[config.mk]
export PLATFORM = sky130hd
export DESIGN_NAME = hazard_perf_monitor_flat
export DESIGN_NICKNAME = d
export VERILOG_FILES = /design/src/rtl/hazard_perf_monitor_if.sv /design/src/rtl/hazard_perf_monitor.sv /design/src/flat_wrapper.sv
export SDC_FILE = /design/constraint.sdc
export NUM_CORES = 1
export LEC_CHECK = 0
export CORE_MARGIN = 1
export CORE_UTILIZATION = 45
export CTS_BUF_LIST = sky130_fd_sc_hd__clkbuf_8
export CTS_CLUSTER_DIAMETER = 120
export DETAILED_ROUTE_END_ITERATION = 10
export HOLD_SLACK_MARGIN = 0.08
export PLACE_DENSITY = 0.6
export SETUP_SLACK_MARGIN = 0.5
export SLEW_MARGIN = 0
export SYNTH_ARGS = -nofsm -noshare
export SYNTH_HDL_FRONTEND = slang
export SYNTH_SLANG_ARGS = --single-unit
[constraint.sdc]
create_clock -name clk -period 8 [get_ports clk]
set_input_delay 1.6 -clock clk [delete_from_list [all_inputs] [get_ports clk]]
set_output_delay 1.6 -clock clk [all_outputs]
set_load 0.02 [all_outputs]
[src/rtl/hazard_perf_monitor_if.sv]
// Counter read port of the hazard performance monitor: one-cycle request, one-cycle response.
// The debug side drives the request (master); the monitor answers it (slave).
interface hazard_perf_monitor_if #(
  parameter int unsigned CNT_W = 16
) ();

  logic             RdReq;
  logic [2:0]       RdSel;
  logic [CNT_W-1:0] RdData;
  logic             RdValid;

  modport master (
    output RdReq,
    output RdSel,
    input  RdData,
    input  RdValid
  );

  modport slave (
    input  RdReq,
    input  RdSel,
    output RdData,
    output RdValid
  );

endinterface

[src/rtl/hazard_perf_monitor.sv]
// Passive event counters for the pipeline hazard unit: eight saturating counters, a sticky
// per-counter overflow flag, an IDLE/RUN/HALT control FSM and a single-request read port.
module hazard_perf_monitor #(
  parameter int unsigned CNT_W       = 16,
  parameter bit          STOP_ON_OVF = 1'b0
) (
  input  logic                        clk,
  input  logic                        reset,
  input  logic                        Enable,
  input  logic                        Clear,
  input  logic                        StallF,
  input  logic                        StallD,
  input  logic                        FlushD,
  input  logic                        FlushE,
  input  logic                        BranchTakenE,
  input  logic [1:0]                  ForwardAE,
  input  logic [1:0]                  ForwardBE,
  hazard_perf_monitor_if.slave        rd,
  output logic [7:0]                  Overflow,
  output logic                        Running
);

  localparam int unsigned NumCnt = 8;
  localparam logic [CNT_W-1:0] CntMax = '1;

  typedef enum logic [1:0] {
    StIdle,
    StRun,
    StHalt
  } state_e;

  state_e            state_q;
  logic              running_q;

  logic [CNT_W-1:0]  cnt_q   [NumCnt];
  logic [CNT_W-1:0]  cnt_d   [NumCnt];
  logic [CNT_W:0]    sum     [NumCnt];
  logic [1:0]        inc     [NumCnt];
  logic [NumCnt-1:0] ovf_q;
  logic [NumCnt-1:0] ovf_d;
  logic [NumCnt-1:0] sat_new;

  logic              rd_valid_q;
  logic [CNT_W-1:0]  rd_data_q;

  // Per-cycle increment of each event counter.
  always_comb begin
    inc[0] = 2'd1;
    inc[1] = {1'b0, StallD};
    inc[2] = {1'b0, StallF & ~StallD};
    inc[3] = {1'b0, FlushE};
    inc[4] = {1'b0, FlushD};
    inc[5] = {1'b0, ForwardAE == 2'b10} + {1'b0, ForwardBE == 2'b10};
    inc[6] = {1'b0, ForwardAE == 2'b01} + {1'b0, ForwardBE == 2'b01};
    inc[7] = {1'b0, BranchTakenE};
  end

  // One extra sum bit so an increment of 2 from max-1 clamps instead of wrapping.
  always_comb begin
    for (int i = 0; i < NumCnt; i++) begin
      sum[i]     = {1'b0, cnt_q[i]} + (CNT_W + 1)'(inc[i]);
      cnt_d[i]   = cnt_q[i];
      ovf_d[i]   = ovf_q[i];
      sat_new[i] = 1'b0;
      if (Clear) begin
        cnt_d[i] = '0;
        ovf_d[i] = 1'b0;
      end else if (state_q == StRun && !ovf_q[i]) begin
        if (sum[i] >= {1'b0, CntMax}) begin
          cnt_d[i]   = CntMax;
          ovf_d[i]   = 1'b1;
          sat_new[i] = 1'b1;
        end else begin
          cnt_d[i] = sum[i][CNT_W-1:0];
        end
      end
    end
  end

  always_ff @(posedge clk) begin
    for (int i = 0; i < NumCnt; i++) begin
      if (reset) begin
        cnt_q[i] <= '0;
      end else begin
        cnt_q[i] <= cnt_d[i];
      end
    end
    if (reset) begin
      ovf_q <= '0;
    end else begin
      ovf_q <= ovf_d;
    end
  end

  // Running is registered alongside the state so it never glitches on decode.
  always_ff @(posedge clk) begin
    if (reset) begin
      state_q   <= StIdle;
      running_q <= 1'b0;
    end else begin
      unique case (state_q)
        StIdle: begin
          if (Enable && !Clear) begin
            state_q   <= StRun;
            running_q <= 1'b1;
          end
        end
        StRun: begin
          if (STOP_ON_OVF && (|sat_new)) begin
            state_q   <= StHalt;
            running_q <= 1'b0;
          end else if (!Enable) begin
            state_q   <= StIdle;
            running_q <= 1'b0;
          end
        end
        StHalt: begin
          if (Clear) begin
            state_q   <= StIdle;
            running_q <= 1'b0;
          end
        end
        default: begin
          state_q   <= StIdle;
          running_q <= 1'b0;
        end
      endcase
    end
  end

  // Read returns the counter value from before this cycle's increment or Clear.
  always_ff @(posedge clk) begin
    if (reset) begin
      rd_valid_q <= 1'b0;
      rd_data_q  <= '0;
    end else begin
      rd_valid_q <= rd.RdReq;
      if (rd.RdReq) begin
        rd_data_q <= cnt_q[rd.RdSel];
      end
    end
  end

  assign rd.RdValid = rd_valid_q;
  assign rd.RdData  = rd_data_q;
  assign Overflow   = ovf_q;
  assign Running    = running_q;

endmodule
[src/flat_wrapper.sv]
// flat-port wrapper written by rule: the top's interface ports become plain ports
module hazard_perf_monitor_flat 
#(
  parameter int unsigned CNT_W       = 16,
  parameter bit          STOP_ON_OVF = 1'b0
)
  (clk, reset, Enable, Clear, StallF, StallD, FlushD, FlushE, BranchTakenE, ForwardAE, ForwardBE, Overflow, Running, rd_RdReq, rd_RdSel, rd_RdData, rd_RdValid);
  hazard_perf_monitor_if #(.CNT_W(CNT_W)) rd_i ();
  input  logic clk;
  input  logic reset;
  input  logic Enable;
  input  logic Clear;
  input  logic StallF;
  input  logic StallD;
  input  logic FlushD;
  input  logic FlushE;
  input  logic BranchTakenE;
  input  logic [1:0] ForwardAE;
  input  logic [1:0] ForwardBE;
  output logic [7:0] Overflow;
  output logic Running;
  input wire logic [$bits(rd_i.RdReq)-1:0] rd_RdReq;
  input wire logic [$bits(rd_i.RdSel)-1:0] rd_RdSel;
  output wire logic [$bits(rd_i.RdData)-1:0] rd_RdData;
  output wire logic [$bits(rd_i.RdValid)-1:0] rd_RdValid;
  assign rd_i.RdReq = rd_RdReq;
  assign rd_i.RdSel = rd_RdSel;
  assign rd_RdData = rd_i.RdData;
  assign rd_RdValid = rd_i.RdValid;
  hazard_perf_monitor #(.CNT_W(CNT_W), .STOP_ON_OVF(STOP_ON_OVF)) u_core (.clk(clk), .reset(reset), .Enable(Enable), .Clear(Clear), .StallF(StallF), .StallD(StallD), .FlushD(FlushD), .FlushE(FlushE), .BranchTakenE(BranchTakenE), .ForwardAE(ForwardAE), .ForwardBE(ForwardBE), .rd(rd_i), .Overflow(Overflow), .Running(Running));
endmodule
==> results of run 1 <==
==> logic make-up after synthesis <==
family	count (synthesis)
AOI/OAI and AO/OA	308
xor gates and xnor gates	26
adders and majority gates	16
buffers and inverters	107
DFF	154
muxes	55
and+or+nand+nor	476
==> worst max-delay path, stage by stage <==
cell and delay (ps):
clkdlybuf4s50_1 420, nand2b_1 170, fa_1 430, inv_1 70, ha_1 300, and4_1 310
nand3_1 240, nor3_2 560, nor2_1 260, o21a_1 200, a221oi_1 230
==> power by group through the flow <==
stage               clock, mW  sequential (mW)  combinational (mW)
finish                  0.672            0.790               0.116
CTS                     0.680            0.789               0.116
detailed placement          0            0.807               0.116
global route            0.720            0.792               0.125
floorplan                   0            0.805              0.0752
global placement            0            0.808               0.116
==> placed cells by master (no fill, tap or decap), drive strengths merged, types with 5 or more instances in the layout <==
master         synthesis  final
and3                  36     36
clkdlybuf4s50          0     40
dfxtp                154    154
o221a                  6      6
clkbuf                54     19
xnor2                 13     13
o21a                   8      8
o31ai                  7      7
mux2i                 23     23
a31oi                 24     24
o211a                  7      7
a41oi                  8      8
and4                  14     14
xor2                  13     13
ha                    14     14
nor4                  14     14
nand2b                20     20
inv                   32     34
o21ai                 86     86
mux4                  32     32
buf                   21      8
nor3                  49     49
o22ai                  9      9
nand4                 30     30
nand2                 75     75
and2                  16     16
a211oi                38     38
a21oi                 65     65
a311oi                17     17
or4                    5      5
nor2b                 18     18
nand3                 58     58
or3                    8      8
nor2                 115    115
==> flip-flops by register name, indices dropped and copies added, names as in the netlist <==
register           count
u_core.rd.RdData      16
u_core.cnt_q         128
u_core.Running         1
u_core.rd.RdValid      1
u_core.Overflow        8
==> metal layers <==
layer / global-route usage [%] / share of wire [%]
met2: 39.1 / 43
met5: 0 / 0
met4: 8.02 / 1.9
met1: 38.7 / 48
met3: 5.19 / 7.8
==> final timing paths <==
path	end	cells past startpoint	startpoint
hold reg to reg	u_core.Overflow[2]	2	u_core.Overflow[2]
setup reg to reg	u_core.cnt_q[5][0]	10	u_core.cnt_q[5][0]
hold / removal	u_core.Overflow[2]	2	u_core.Overflow[2]
setup / recovery	u_core.cnt_q[5][0]	11	ForwardAE[0]
==> final cells by class <==
cell class,instances,area (sq um)
fill,1966,10100
multi-input combinational,881,5930
sequential,154,3080
timing repair buffer,48,455
tap,270,338
clock buffer,19,262
clock inverter,12,173
inverter,32,120
antenna,2,5.00
==> results.tsv, run 1 <==
metric	value	unit
cts_buffer_depth	2	
grt_pass1_wl	44400	um
design_area	0.0104	sq mm
slew_headroom	26.2	%
syn_avg_cell_area	8.27	sq um
clkTransAtPathRegs	90	ps
place_hpwl	20200	um
place_area	0.00993	sq mm
switching_share	25.6	%
drt-initial-drc-count	767	
power.total	1.58	mW
dr.pass1.iters	7	
initial_utilization	46.2	%
required	8380	ps
fin_nets	1167	
synth-edff-count	0	
critPathCaptureType	flip-flop	
leakage	3.49	nW
power_frac_clock	42.6	%
rsz0062_at_grt	false	
rows	52	
antenna_found_initial	2	
synth_xor_area_share	2.41	%
seq_power_share	50.0	%
hold_viol_final	0	
final_util	50.8	%
drive_gt1_share	8.38	%
cts_setup_buffers	0	
period_needed	4410	ps
numPortBuffers	42	
synth_seq_cells	154	
hp-class	flip-flop to flip-flop	
hold_slack	469	ps
synth-simple-area-share	26.4	%
worstPathMaxFanout	9	
h-tree-depth	4	
clock-sinks	154	
root_buffer	clkbuf_8	
p_int	1.17	mW
period_share	55.1	%
peakVddDrop	0.0919	mV
wirelength	28400	um
synth.most_common_cell	dfxtp_1	
drc_errors	0	
boundaryPins	43	
synthAdderAreaFrac	2.28	%
syn_area	0.00944	sq mm
synth_top_family_by_area	simple AND/OR/NAND/NOR gates	
synth_top_area_share	32.7	%
yosysSeqAreaShare	32.7	%
cp.arrival	4790	ps
cts_made_buffers	17	
synth_cell_types	75	
status	finished, final reports clean	
synth_area_leaders	dfxtp_1 (33%), mux4_2 (7.4%), nor2_1 (4.6%)	
ctsHoldBuffers	0	
grt_pass1_vias	7982	
dp.cells	1385	
dpl_worst_slack	3160	ps
synthMuxAreaShare	10.1	%
synth_commonest_cells	dfxtp_1 (154), nor2_1 (115), o21ai_0 (82)	
syn_inst	1142	
ys_warn_count	0	
grt_max_degree	64	
p_switching	0.405	mW
wl_per_cell	20.0	um
async_reset_ff_share	0	%
critPathLaunchType	input pin	
fmax	227	MHz
cts_tree	done	
syn-num-nets	1175	
track_usage	26.5	%
ant_nets	0	
die-area	0.0216	sq mm
setup-violations-final	0	
worst_clock_skew	11.6	ps
fp.dieW	147	um
die_y	147	um
drv_cap	0	
finalNonFillerCells	1418	
overflow	0	
synthFlopType	dfxtp_1	
synth_compound_area_share	21.6	%
p_per_area	152	mW/mm^2
comb_power_share	7.4	%
fin_tns_setup	0	ps
routed-via-count	9002	
syn2layout_area_growth	9.86	%
rrSetupSlack	4810	ps
setup_slack	3590	ps
critPathKind	input pin to flip-flop	
clk_latency	470	ps
tightest_slew	1110	ps
post_cts_resize_count	0	
synth_largest_area_cell	dfxtp_1	
gp_congestion	0.907	
via_per_inst	6.35	
core-area	0.0204	sq mm
drv_slew	0	
Note: power is estimated with default switching activity, not from simulation.
==> inputs of run 2 (changes only) <==
- clock period: 8 -> 4.2 ns (I/O delays scaled with it)
==> results.tsv, run 2 (synthesis results as in run 1) <==
metric	value	unit
period_share	82.0	%
worst_clock_skew	15.5	ps
drc_errors	0	
final_common_cell	dfxtp_1	
p_per_area	284	mW/mm^2
grt_pass1_wl	44600	um
critPathLaunchType	input pin	
dr.pass1.iters	6	
gp_congestion	0.916	
core-area	0.0204	sq mm
rows	52	
cts_setup_buffers	0	
hold_viol_final	0	
critical_path_buf_inv_count	2	
worstPathCellList	clkdlybuf4s50_1 -> nor2b_1 -> ha_1 -> ha_1 -> nand4_1 -> nor4_1 -> buf_4 -> nand4_1 -> and2_1 -> o2bb2ai_1 -> a311oi_1	
via_per_inst	6.36	
hold_slack	479	ps
overflow	0	
drt-initial-drc-count	906	
cp.arrival	3820	ps
routed-via-count	9076	
setup-violations-final	0	
grt_max_degree	51	
cts_made_buffers	17	
grt_busiest_layer	met1	
fmax	290	MHz
root_buffer	clkbuf_8	
syn2layout_area_growth	10.6	%
largest_reg_flops	128	
place_hpwl	20500	um
cts_tree	done	
initial_utilization	46.2	%
grt_pass1_vias	7953	
numPortBuffers	42	
antenna_found_initial	1	
boundaryPins	43	
ant_nets	0	
critPathKind	input pin to flip-flop	
regMostFlops	u_core.cnt_q	
worstPathMaxFanout	9	
fin_tns_setup	0	ps
post_cts_resize_count	0	
drive_gt1_share	9.17	%
clk_latency	480	ps
drv_cap	0	
fin_nets	1178	
period_needed	3450	ps
clock-sinks	154	
status	finished, final reports clean	
tightest_slew	1020	ps
grtUsageMet3	3.88	%
die_y	147	um
peakVddDrop	0.189	mV
rsz0062_at_grt	false	
clkTransAtPathRegs	90	ps
fill_cells	2029	
die-area	0.0216	sq mm
h-tree-depth	4	
critPathTopFamily	simple AND/OR/NAND/NOR gates	
slowest_stage	clkdlybuf4s50_1	
use_met1	39.8	%
fp.dieW	147	um
wirelength	28400	um
gr-usage-met2	39.4	%
ctsHoldBuffers	0	
critPathCaptureType	flip-flop	
wl_per_cell	19.9	um
required	4580	ps
track_usage	26.6	%
slew_headroom	32.1	%
leakage	3.55	nW
layout_common_cells	dfxtp_1 (154), nor2_1 (114), o21ai_0 (82)	
drv_slew	0	
cpPeakStageDelay	540	ps
cts_buffer_depth	2	
hp-class	flip-flop to flip-flop	
-- run 2: worst reg2reg max path: cells and delay by family (launching register included) --
kind,cells,cell delay (ps)
adders and majority gates,2,550
and+or+nand+nor,4,1270
AOI/OAI and AO/OA,2,530
DFF,1,480
-- run 2: worst paths after layout --
kind	to	from	slack (ps)	cells after the start
max	u_core.cnt_q[2][13]	StallD	750	11
max reg2reg	u_core.cnt_q[4][2]	u_core.cnt_q[4][0]	1270	8
min reg2reg	u_core.Overflow[2]	u_core.Overflow[2]	480	2
min	u_core.Overflow[2]	u_core.Overflow[2]	480	2
-- run 2: report_power, final --
part | total, mW | leakage, nW | switching (mW) | internal [mW]
Clock | 1.24 | 0.205 | 0.602 | 0.637
Combinational | 0.224 | 2.10 | 0.135 | 0.0888
Sequential | 1.51 | 1.25 | 0.0290 | 1.48
-- run 2: per-stage QoR --
| step | cell area (sq um) | utilization (%) | cells | power (mW) | setup WS (ps) |
|---|---|---|---|---|---|
| global route | 10400 | 51.1 | 1426 | 3.08 | 552 |
| floorplan | 9440 | - | 1142 | 1.68 | 1030 |
| global placement | 10000 | 49.1 | 1396 | 1.76 | 328 |
| CTS | 10400 | 51.1 | 1426 | 2.99 | 798 |
| detailed placement | 10000 | 49.1 | 1396 | 1.76 | 320 |
| finish | 10400 | 51.1 | 1427 | 2.97 | 755 |
-- run 2: final cells by class --
class | count | area, sq um | share of cell area, %
Tap cell | 270 | 338 | 3.24
Antenna cell | 1 | 2.50 | 0.0240
Clock inverter | 13 | 179 | 1.71
Timing Repair Buffer | 59 | 551 | 5.27
Sequential cell | 154 | 3080 | 29.5
Clock buffer | 17 | 234 | 2.24
Multi-Input combinational cell | 881 | 5930 | 56.8
Inverter | 32 | 120 | 1.15
-- run 2: layer usage --
layer  wire, um  part of all wire [%]
met1      13400                    47
met4        482                   1.7
met5          0                     0
met2      12200                    43
met3       2310                   8.2
==> inputs of run 3 (changes only) <==
- clock period: 4.2 -> 3.6 ns (I/O delays scaled with it)
==> results.tsv, run 3 (synthesis results as in run 1) <==
metric	value	unit
cts_made_buffers	17	
drv_slew	0	
hold_slack	476	ps
cts_buffer_depth	2	
clock-sinks	154	
grt_pass1_wl	44900	um
setup_slack	584	ps
worst_clock_skew	11.1	ps
critPathKind	input pin to flip-flop	
p_per_area	319	mW/mm^2
leakage	3.67	nW
overflow	0	
largest_reg_flops	128	
peakVddDrop	0.214	mV
setup-violations-final	0	
power.total	3.40	mW
critPathCaptureType	flip-flop	
die_y	147	um
hold_viol_final	0	
period_share	83.8	%
via_per_inst	6.20	
period_needed	3020	ps
syn2layout_area_growth	12.9	%
ant_nets	0	
grt_pass1_vias	7966	
h-tree-depth	4	
clkTransAtPathRegs	90	ps
numPortBuffers	42	
wirelength	28400	um
dr.pass1.iters	5	
root_buffer	clkbuf_8	
cp.arrival	3400	ps
dpl_worst_slack	92.0	ps
worstPathCellList	clkdlybuf4s50_1 -> ha_1 -> ha_1 -> nand3_1 -> or4_1 -> nor4_1 -> o21ai_1 -> a21oi_1 -> nor2_1 -> a311oi_1	
gp_congestion	0.913	
layout_common_cells	dfxtp_1 (154), nor2_1 (113), o21ai_0 (82)	
critical_path_buf_inv_count	1	
critPathMostFrequentCell	ha_1	
rrSetupSlack	880	ps
drive_gt1_share	11.9	%
status	finished, final reports clean	
core-area	0.0204	sq mm
place_hpwl	20800	um
initial_utilization	46.2	%
regMostFlops	u_core.cnt_q	
drc_errors	0	
cts_setup_buffers	0	
slew_headroom	50.8	%
worstPathMaxFanout	4	
final_common_cell	dfxtp_1	
fmax	332	MHz
die-area	0.0216	sq mm
fin_nets	1203	
wl_per_cell	19.5	um
drt-initial-drc-count	844	
tightest_slew	730	ps
fin_tns_setup	0	ps
slowest_stage	or4_1	
rsz0062_at_grt	true	
cts_tree	done	
clk_latency	470	ps
hp-class	flip-flop to flip-flop	
ctsHoldBuffers	0	
critPathTopFamily	simple AND/OR/NAND/NOR gates	
boundaryPins	43	
cpPeakStageDelay	530	ps
track_usage	26.7	%
critPathLaunchType	input pin	
fp.dieW	147	um
routed-via-count	9019	
grt_max_degree	36	
final_util	52.1	%
required	3990	ps
rows	52	
antenna_found_initial	2	
drv_cap	0	
==> run 3: area by class of cell <==
type                            count  area (sq um)
Fill cell                        2016          9780
Multi-Input combinational cell    881          5980
Sequential cell                   154          3080
Timing Repair Buffer               84           738
Tap cell                          270           338
Clock buffer                       17           234
Clock inverter                     15           160
Inverter                           32           120
Antenna cell                        2          5.00
==> run 3: timing repair <==
action | 4_1_cts | 5_1_grt
hold endpoints to repair | 0 | 0
resized for setup | 0 | 10
endpoints found under the setup margin | 0 | 18
==> run 3: worst paths after layout <==
kind,from,to,cells after the start
worst max-delay path,StallD,u_core.cnt_q[1][4],10
worst min-delay path,u_core.Overflow[2],u_core.Overflow[2],2
worst max register to register,u_core.cnt_q[4][0],u_core.cnt_q[4][7],8
worst min register to register,u_core.Overflow[2],u_core.Overflow[2],2
==> run 3: per-stage QoR <==
step           cells  instance area [sq um]
3_3_place_gp    1421                  10200
6_report        1455                  10700
3_5_place_dp    1421                  10200
4_1_cts         1453                  10600
5_1_grt         1454                  10700
2_1_floorplan   1142                   9440
==> run 3: tightest hold or removal path, stage by stage (launching register included) <==
cell and delay, ps:
dfxtp_1 340, inv_1 50, a21oi_1 50
==> run 3: routing by layer <==
layer / share of wire [%] / track usage [%] / vias to the layer above
met2: 42 / 38.2 / 322
met4: 2.0 / 8.85 / 0
li1: - / - / 4381
met1: 49 / 40.2 / 4278
met5: 0 / 0 / -
met3: 7.3 / 4.53 / 38
==> run 3: power breakdown <==
| group | internal (mW) | total, mW | switching [mW] |
|---|---|---|---|
| Clock | 0.674 | 1.38 | 0.703 |
| Sequential | 1.72 | 1.76 | 0.0318 |
| Combinational | 0.109 | 0.268 | 0.159 |
| Total | 2.51 | 3.40 | 0.894 |
